### config.mk
export PLATFORM = sky130hd
export DESIGN_NAME = add_serial_arb
export DESIGN_NICKNAME = d
export VERILOG_FILES = /design/src/rtl/add_serial_arb.sv
export SDC_FILE = /design/constraint.sdc
export NUM_CORES = 1
export LEC_CHECK = 0
export CAP_MARGIN = 5
export CORE_MARGIN = 2
export CORE_UTILIZATION = 42
export CTS_CLUSTER_SIZE = 40
export DETAILED_ROUTE_END_ITERATION = 16
export PLACE_DENSITY = 0.75
export SLEW_MARGIN = 20
export SYNTH_ARGS = -nofsm -noshare
export SYNTH_HDL_FRONTEND = slang
export SYNTH_SLANG_ARGS = --single-unit
export TNS_END_PERCENT = 30
### constraint.sdc
create_clock -name clk -period 1.4 [get_ports clk]
set_clock_uncertainty 0.2 [all_clocks]
set_input_delay 0.21 -clock clk [delete_from_list [all_inputs] [get_ports clk]]
set_output_delay 0.21 -clock clk [all_outputs]
set_load 0.05 [all_outputs]
### src/rtl/add_serial_arb.sv
// -----------------------------------------------------------------------------
// add_serial_arb
//   Two-requester, bit-serial adder. An arbiter picks one requester (round-robin
//   on a tie), captures its operands and then adds them one bit per clock,
//   LSB first. The result is presented with a single-cycle valid pulse.
//
// Ports
//   clk            : clock, all state changes on its rising edge
//   rst_n          : asynchronous active-low reset
//   req0, req1     : requester 0/1 asks for one addition
//   a0, b0, a1, b1 : operands of requester 0/1 (WIDTH bits)
//   gnt0, gnt1     : one-cycle grant, high the cycle after the operands were captured
//   busy           : high whenever the engine is not idle
//   sum            : result of the last completed addition (modulo 2^WIDTH)
//   cout           : carry-out of the last completed addition
//   owner          : requester index of the captured/completed operation
//   valid          : one-cycle pulse, sum/cout/owner carry a new result
// -----------------------------------------------------------------------------
module add_serial_arb #(
  parameter int WIDTH = 8
) (
  input  logic             clk,
  input  logic             rst_n,
  input  logic             req0,
  input  logic             req1,
  input  logic [WIDTH-1:0] a0,
  input  logic [WIDTH-1:0] b0,
  input  logic [WIDTH-1:0] a1,
  input  logic [WIDTH-1:0] b1,
  output logic             gnt0,
  output logic             gnt1,
  output logic             busy,
  output logic [WIDTH-1:0] sum,
  output logic             cout,
  output logic             owner,
  output logic             valid
);

  localparam int CNT_W = (WIDTH > 2) ? $clog2(WIDTH) : 1;
  localparam logic [CNT_W-1:0] LAST_BIT = CNT_W'(WIDTH - 1);

  typedef enum logic [1:0] {
    S_IDLE = 2'd0,
    S_ADD  = 2'd1,
    S_DONE = 2'd2
  } state_t;

  state_t           state_q, state_d;
  logic [WIDTH-1:0] a_q, a_d;
  logic [WIDTH-1:0] b_q, b_d;
  logic [WIDTH-1:0] sum_q, sum_d;
  logic [CNT_W-1:0] count_q, count_d;
  logic             carry_q, carry_d;
  logic             cout_q, cout_d;
  logic             owner_q, owner_d;
  logic             last_owner_q, last_owner_d;
  logic             gnt0_q, gnt0_d;
  logic             gnt1_q, gnt1_d;

  logic             win;
  logic             s_bit;
  logic             carry_nxt;

  function automatic logic maj3(input logic x, input logic y, input logic z);
    return (x & y) | (x & z) | (y & z);
  endfunction

  // One full-adder slice working on the current LSBs of the shift registers.
  assign s_bit     = a_q[0] ^ b_q[0] ^ carry_q;
  assign carry_nxt = maj3(a_q[0], b_q[0], carry_q);

  always_comb begin
    state_d      = state_q;
    a_d          = a_q;
    b_d          = b_q;
    sum_d        = sum_q;
    count_d      = count_q;
    carry_d      = carry_q;
    cout_d       = cout_q;
    owner_d      = owner_q;
    last_owner_d = last_owner_q;
    gnt0_d       = 1'b0;
    gnt1_d       = 1'b0;
    win          = 1'b0;

    unique case (state_q)
      S_IDLE: begin
        if (req0 | req1) begin
          // On a tie the requester that was not served last wins.
          win          = (req0 & req1) ? ~last_owner_q : req1;
          a_d          = win ? a1 : a0;
          b_d          = win ? b1 : b0;
          sum_d        = '0;
          count_d      = '0;
          carry_d      = 1'b0;
          owner_d      = win;
          last_owner_d = win;
          gnt0_d       = ~win;
          gnt1_d       = win;
          state_d      = S_ADD;
        end
      end
      S_ADD: begin
        // Result bits enter at the MSB so that after WIDTH shifts the first
        // (least significant) bit has arrived at position 0.
        sum_d   = {s_bit, sum_q[WIDTH-1:1]};
        a_d     = {1'b0, a_q[WIDTH-1:1]};
        b_d     = {1'b0, b_q[WIDTH-1:1]};
        carry_d = carry_nxt;
        count_d = count_q + CNT_W'(1);
        if (count_q == LAST_BIT) begin
          cout_d  = carry_nxt;
          state_d = S_DONE;
        end
      end
      S_DONE: begin
        state_d = S_IDLE;
      end
      default: begin
        state_d = S_IDLE;
      end
    endcase
  end

  always_ff @(posedge clk or negedge rst_n) begin
    if (!rst_n) begin
      state_q      <= S_IDLE;
      a_q          <= '0;
      b_q          <= '0;
      sum_q        <= '0;
      count_q      <= '0;
      carry_q      <= 1'b0;
      cout_q       <= 1'b0;
      owner_q      <= 1'b0;
      // Starting from 1 makes requester 0 win the first tie after reset.
      last_owner_q <= 1'b1;
      gnt0_q       <= 1'b0;
      gnt1_q       <= 1'b0;
    end else begin
      state_q      <= state_d;
      a_q          <= a_d;
      b_q          <= b_d;
      sum_q        <= sum_d;
      count_q      <= count_d;
      carry_q      <= carry_d;
      cout_q       <= cout_d;
      owner_q      <= owner_d;
      last_owner_q <= last_owner_d;
      gnt0_q       <= gnt0_d;
      gnt1_q       <= gnt1_d;
    end
  end

  assign gnt0  = gnt0_q;
  assign gnt1  = gnt1_q;
  assign busy  = (state_q != S_IDLE);
  assign valid = (state_q == S_DONE);
  assign sum   = sum_q;
  assign cout  = cout_q;
  assign owner = owner_q;

endmodule

# Word-level counts from Yosys, hierarchy flattened
# Cells that the tools add are included.
op_classes:
  addsub: 1
  n_eq_ne: 5
  n_mux: 20
  bitwise_logic: 11
  reduce_logical: 7
ops:
  columns: ["operator", "n"]
  rows:
  - ["8-bit case mux with 2 select lines", 3]
  - ["8-bit 2-to-1 mux", 5]
  - ["2-bit AND reduction", 4]
  - ["1-bit 2-to-1 mux", 6]
  - ["3-bit case mux with 2 select lines", 1]
  - ["1-bit bitwise AND", 4]
  - ["2-bit 2-to-1 mux", 2]
  - ["2-bit != test (second input constant)", 2]
  - ["2-bit case mux with 2 select lines", 1]
  - ["2-bit nonzero test", 2]
  - ["3-bit by 1-bit adder with 3-bit output (second input constant)", 1]
  - ["3-bit equality test (second input constant)", 1]
  - ["3-bit 2-to-1 mux", 1]
  - ["1-bit OR", 3]
  - ["2-bit by 1-bit equality test with 1-bit output (second input constant)", 1]
  - ["2-bit equality test (second input constant)", 1]
  - ["2-bit logical NOT", 1]
  - ["1-bit inverter", 2]
  - ["1-bit case mux with 2 select lines", 1]
  - ["1-bit bitwise XOR", 2]
word_totals:
  ff_bits: 35
  in_bits: 36
  output_inout_bits: 14
  wordCells: 55

# Logic depth before layout (Yosys ltp)
# Gate-level depths: netlist of the first run.
depth:
  word_depth: 5
  ltp_mapped: 5
  mapped_depth_nobuf: 5

# Worst setup path after synthesis of the first run
# Ideal clock, no wire load.
synth_timing:
  path_kind: "flip-flop to output port"
  startpoint: "register state_q[1]"
  endpoint: "output port valid"
  t_arrival_ps: 1335
  required_time_ps: 990
  path_slack_ps: -345
  stages_incl_launch_ff: 3
  n_path_buf: 1
  path_cell_list: "dfrtp_1 > clkbuf_1 > nor2b_1"
synth_via:
  elab_chain_len: 1
synth_rtl:
  columns: ["element", "line_no", "text"]
  rows:
  - ["from (decl)", "48", "state_t state_q, state_d;"]
  - ["from (signal assigned)", "140", "state_q <= state_d;"]
  - ["2-bit equality test", "157", "assign valid = (state_q == S_DONE);"]
  - ["to (decl)", "36", "output logic valid"]
# No other way between the ends.

# Worst setup path after layout of the first run
layout_timing:
  startpoint: "register state_q[0]"
  endpoint: "output port valid"
# Same word-level chain as after synthesis.

==> results.md, run 1 <==
- Result of the run: finished with violations
- Violated checks: negative setup slack
- Routed wire length: 4920 um
- PwrDens: 2040 mW/mm2
- Delay of the slowest cell on the worst path: 0.44 ns
- Largest family of logic cells by synthesized area: compound AO/OA/AOI/OAI gates
- Slack of the worst reg-to-reg path: -0.19 ns
- Post-Synthesis Mean Instance Area: 10.6 um2
- DRC marker count from the first detailed-route iteration: 123
- Logic gate share of total power: 0.556
- Via count: 1490
- Dpl cells: 265
- Leading area contributor after synthesis: dfrtp_1
- Class of the most critical hold timing path: primary input to async pin
- Synthesized instance count: 158
- Core outline area: 0.00374 mm2
- Final hold vios: 0
- XOR/XNOR Fraction of Synth Area: 0
- Initial standard-cell utilization of the core: 0.448
- Shortest period the worst path allows: 1.64 ns
- Non-Filler Instances: 278
- Proportion of netlist area held by the largest area contributor: 0.508
- Portion of total power attributed to sequential cells: 0.306
- Worst Setup Slack, final: -0.238 ns
- Sw frac: 0.399
- Top_reg_cell synth: dfrtp_1
- Deepest level of the CTS H-tree: 2
- P_int: 3490 uW
- Synth async-reset ratio: 1.00
- Count of cells along the worst register-to-register path: 6
- CP max stage cell: dfrtp_2
- Most frequent cell on the critical path: buf_6
- Maximum buffer depth of the clock tree: 2
- Cell variety after synth: 29
- CTS buffer count: 5
- Cells taking the most area after synthesis: dfrtp_1 (51%), mux2i_1 (9.6%), o221ai_1 (7.3%)
- Post-route DRC: 0
- Data arrival time of the critical path: 1.23 ns
- Final antenna-violating net count: 0
- Measured slew at the worst slew-check pin: 0.328 ns
- Number of clock sinks seen by CTS: 35
- Critical path's top delay family: flip-flops
- Post-synthesis sequential area ratio: 0.524
- Unrepaired setup endpoints after global routing: true
- Detailed-route vias per instance: 5.36
- Number of global-route vias before repair: 1626
- Detailed Routing Iterations Pass 1: 4
- Die height: 67.2 um
- Startpoint types: register
- Worst max-slew margin expressed relative to the limit: 0.781
- IO Count: 50
- Series of cell instances along the critical path: buf_6 > buf_6 > nor2b_4 > buf_12
- Power share of the clock group: 0.138
- Largest net degree at the start of global routing: 36
- Final setup violation count: 33
- Clk slew on worst S/H paths: 0.07 ns
- Antenna diode instance count: 0
- Largest driver fanout on the critical path: 3
- Per-cell routed wire length: 17.7 um
- CTS tree: done
- End of the worst register-to-register path: b_q[3]
- Netlist Area Pre-Place: 0.00168 mm2
- Final GP Congestion: 0.839
- Number of core rows: 22
- Fraction of the mapped netlist area in compound gates: 0.166
- Sum of net half-perimeters after detailed placement: 2980 um
- Maximum ir drop on the vdd rail: 0.00123 V
- Post-route clock period utilization: 1.17
- Number of antenna violations at the first check in global routing: 0
- Number of nets in the finished design: 268
- GRT overflow: 0
- Die Wd: 67.2 um
- Simple logic cell fraction of the synthesized area: 0.115
- Post-synthesis sequential element count: 35
- Worst Setup End Kind: output pin
- Post-synth EDFFs: 0
- NetSw: 2320 uW
- Share of final-layout standard cells stronger than drive strength 1: 0.330
- Final Max Tran Viols: 0
- Highest attainable clock frequency: 0.610 GHz
- Net count after synthesis: 197
- Max-cap check violation count: 0
- Number of port buffers: 49
- Reg-to-reg critical path startpoint: state_q[0]
- CTS root buf: clkbuf_8
- Synth Area in Adders: 0.0269
- Growth of design area from synthesis to finish: 69.8%
- Wire length of the first global-routing pass: 7600 um
- Cell leakage power: 0.00123 uW
- CP Buf/Inv Count: 3
- Worst setup slack after placement: -0.487 ns
- Start-to-end type of the worst setup path: register to output pin
- Crit path required time: 0.99 ns
- All-Layer GR Usage: 0.228
- Latest clock arrival within the worst-skew pair: 0.29 ns
- Multiplexer area fraction after synthesis: 0.0956
- Yosys Warn Count: 0
- Full die area: 0.00451 mm2
## cell usage in the layout, fill, tap and decap left out, types with 3 or more instances in the layout
cell type,count
clkdlybuf4s50_1,33
dfrtp_1,32
nand2_1,30
buf_12,17
buf_4,13
o21ai_0,12
inv_1,11
o221ai_2,8
mux2i_1,8
clkbuf_8,7
o21ai_1,6
o221ai_1,6
buf_6,5
mux2i_4,4
mux2i_2,4
o21ai_2,3
## registers in the layout (all words and copies together) (netlist names)
register	flops
a_q	8
b_q	8
sum	8
count_q	3
state_q	2
carry_q	1
cout	1
gnt0	1
gnt1	1
last_owner_q	1
owner	1
## cell type report
class,count,area (um2)
clock buffer,8,100
fill,251,898
inverter,11,41.3
multi-input combinational,103,855
sequential,35,880
tap,48,60.1
timing repair buffer,73,910
## what timing repair did
action                     CTS  global route
pin swaps                    3             9
buffers inserted             2             3
resized for setup           21            34
hold buffers                 0             0
gates cloned                 2             0
setup endpoints to repair   30            34
## Yosys cell counts (2+ instances only)
master	n
buf_6	4
nand2_1	30
o21ai_0	20
o221ai_1	14
inv_1	11
o22ai_1	2
nand3_1	2
mux2i_1	16
clkbuf_1	2
a21o_1	2
nor2_1	2
nor2b_1	2
ha_1	2
dfrtp_1	34
## logic make-up after synthesis
logic type	after synthesis
AO/OA/AOI/OAI	41
buffers and inverters	20
AND/OR/NAND/NOR	43
multiplexers	16
adder cells (fa/ha/maj)	3
flip-flops	35
## power groups by stage
stage | Sequential, uW | Clock, uW | Combinational [uW]
2_1_floorplan | 2080 | 0 | 1110
3_3_place_gp | 1730 | 0 | 2690
5_1_grt | 1830 | 873 | 3440
3_5_place_dp | 1740 | 0 | 2780
6_report | 1780 | 801 | 3230
4_1_cts | 1750 | 814 | 2980
## worst max path at each step
stage               startpoint     end  slack [ns]  cells after the start
detailed placement        req1  b_q[4]       -0.49                      5
global route        state_q[0]   valid       -0.28                      4
floorplan           state_q[1]   valid       -0.10                      2
global placement          req1  a_q[6]       -0.36                      5
CTS                 state_q[0]   valid       -0.26                      4
finish              state_q[0]   valid       -0.24                      4
## per-stage QoR
stage	utilization	total power (uW)	instance area (um2)	hold WS [ns]	TNS [ns]
2_1_floorplan	-	3190	1680	-0.286	-1.54
3_3_place_gp	0.662	4420	2480	0.265	-8.28
3_5_place_dp	0.662	4520	2480	0.273	-10.91
4_1_cts	0.726	5540	2720	0.0953	-3.17
5_1_grt	0.760	6140	2850	0.109	-4.69
6_report	0.760	5810	2850	0.0892	-2.50
## per-layer routing
layer  share of wire  vias up  global-route usage  routed length (um)
met5               0        -                   0                   0
met4           0.013        0              0.0663                  63
met3           0.066        8              0.0800                 325
met2            0.54       44               0.412                2640
met1            0.38      740               0.253                1890
li1                -      698                   -                   -
Power figures use the tool's default switching activity.
==> run 2, diff against run 1 <==
- SLEW_MARGIN: 20 -> unset
==> results of run 2 <==
The final DEF is identical to that of run 1; final timing and power are the same.
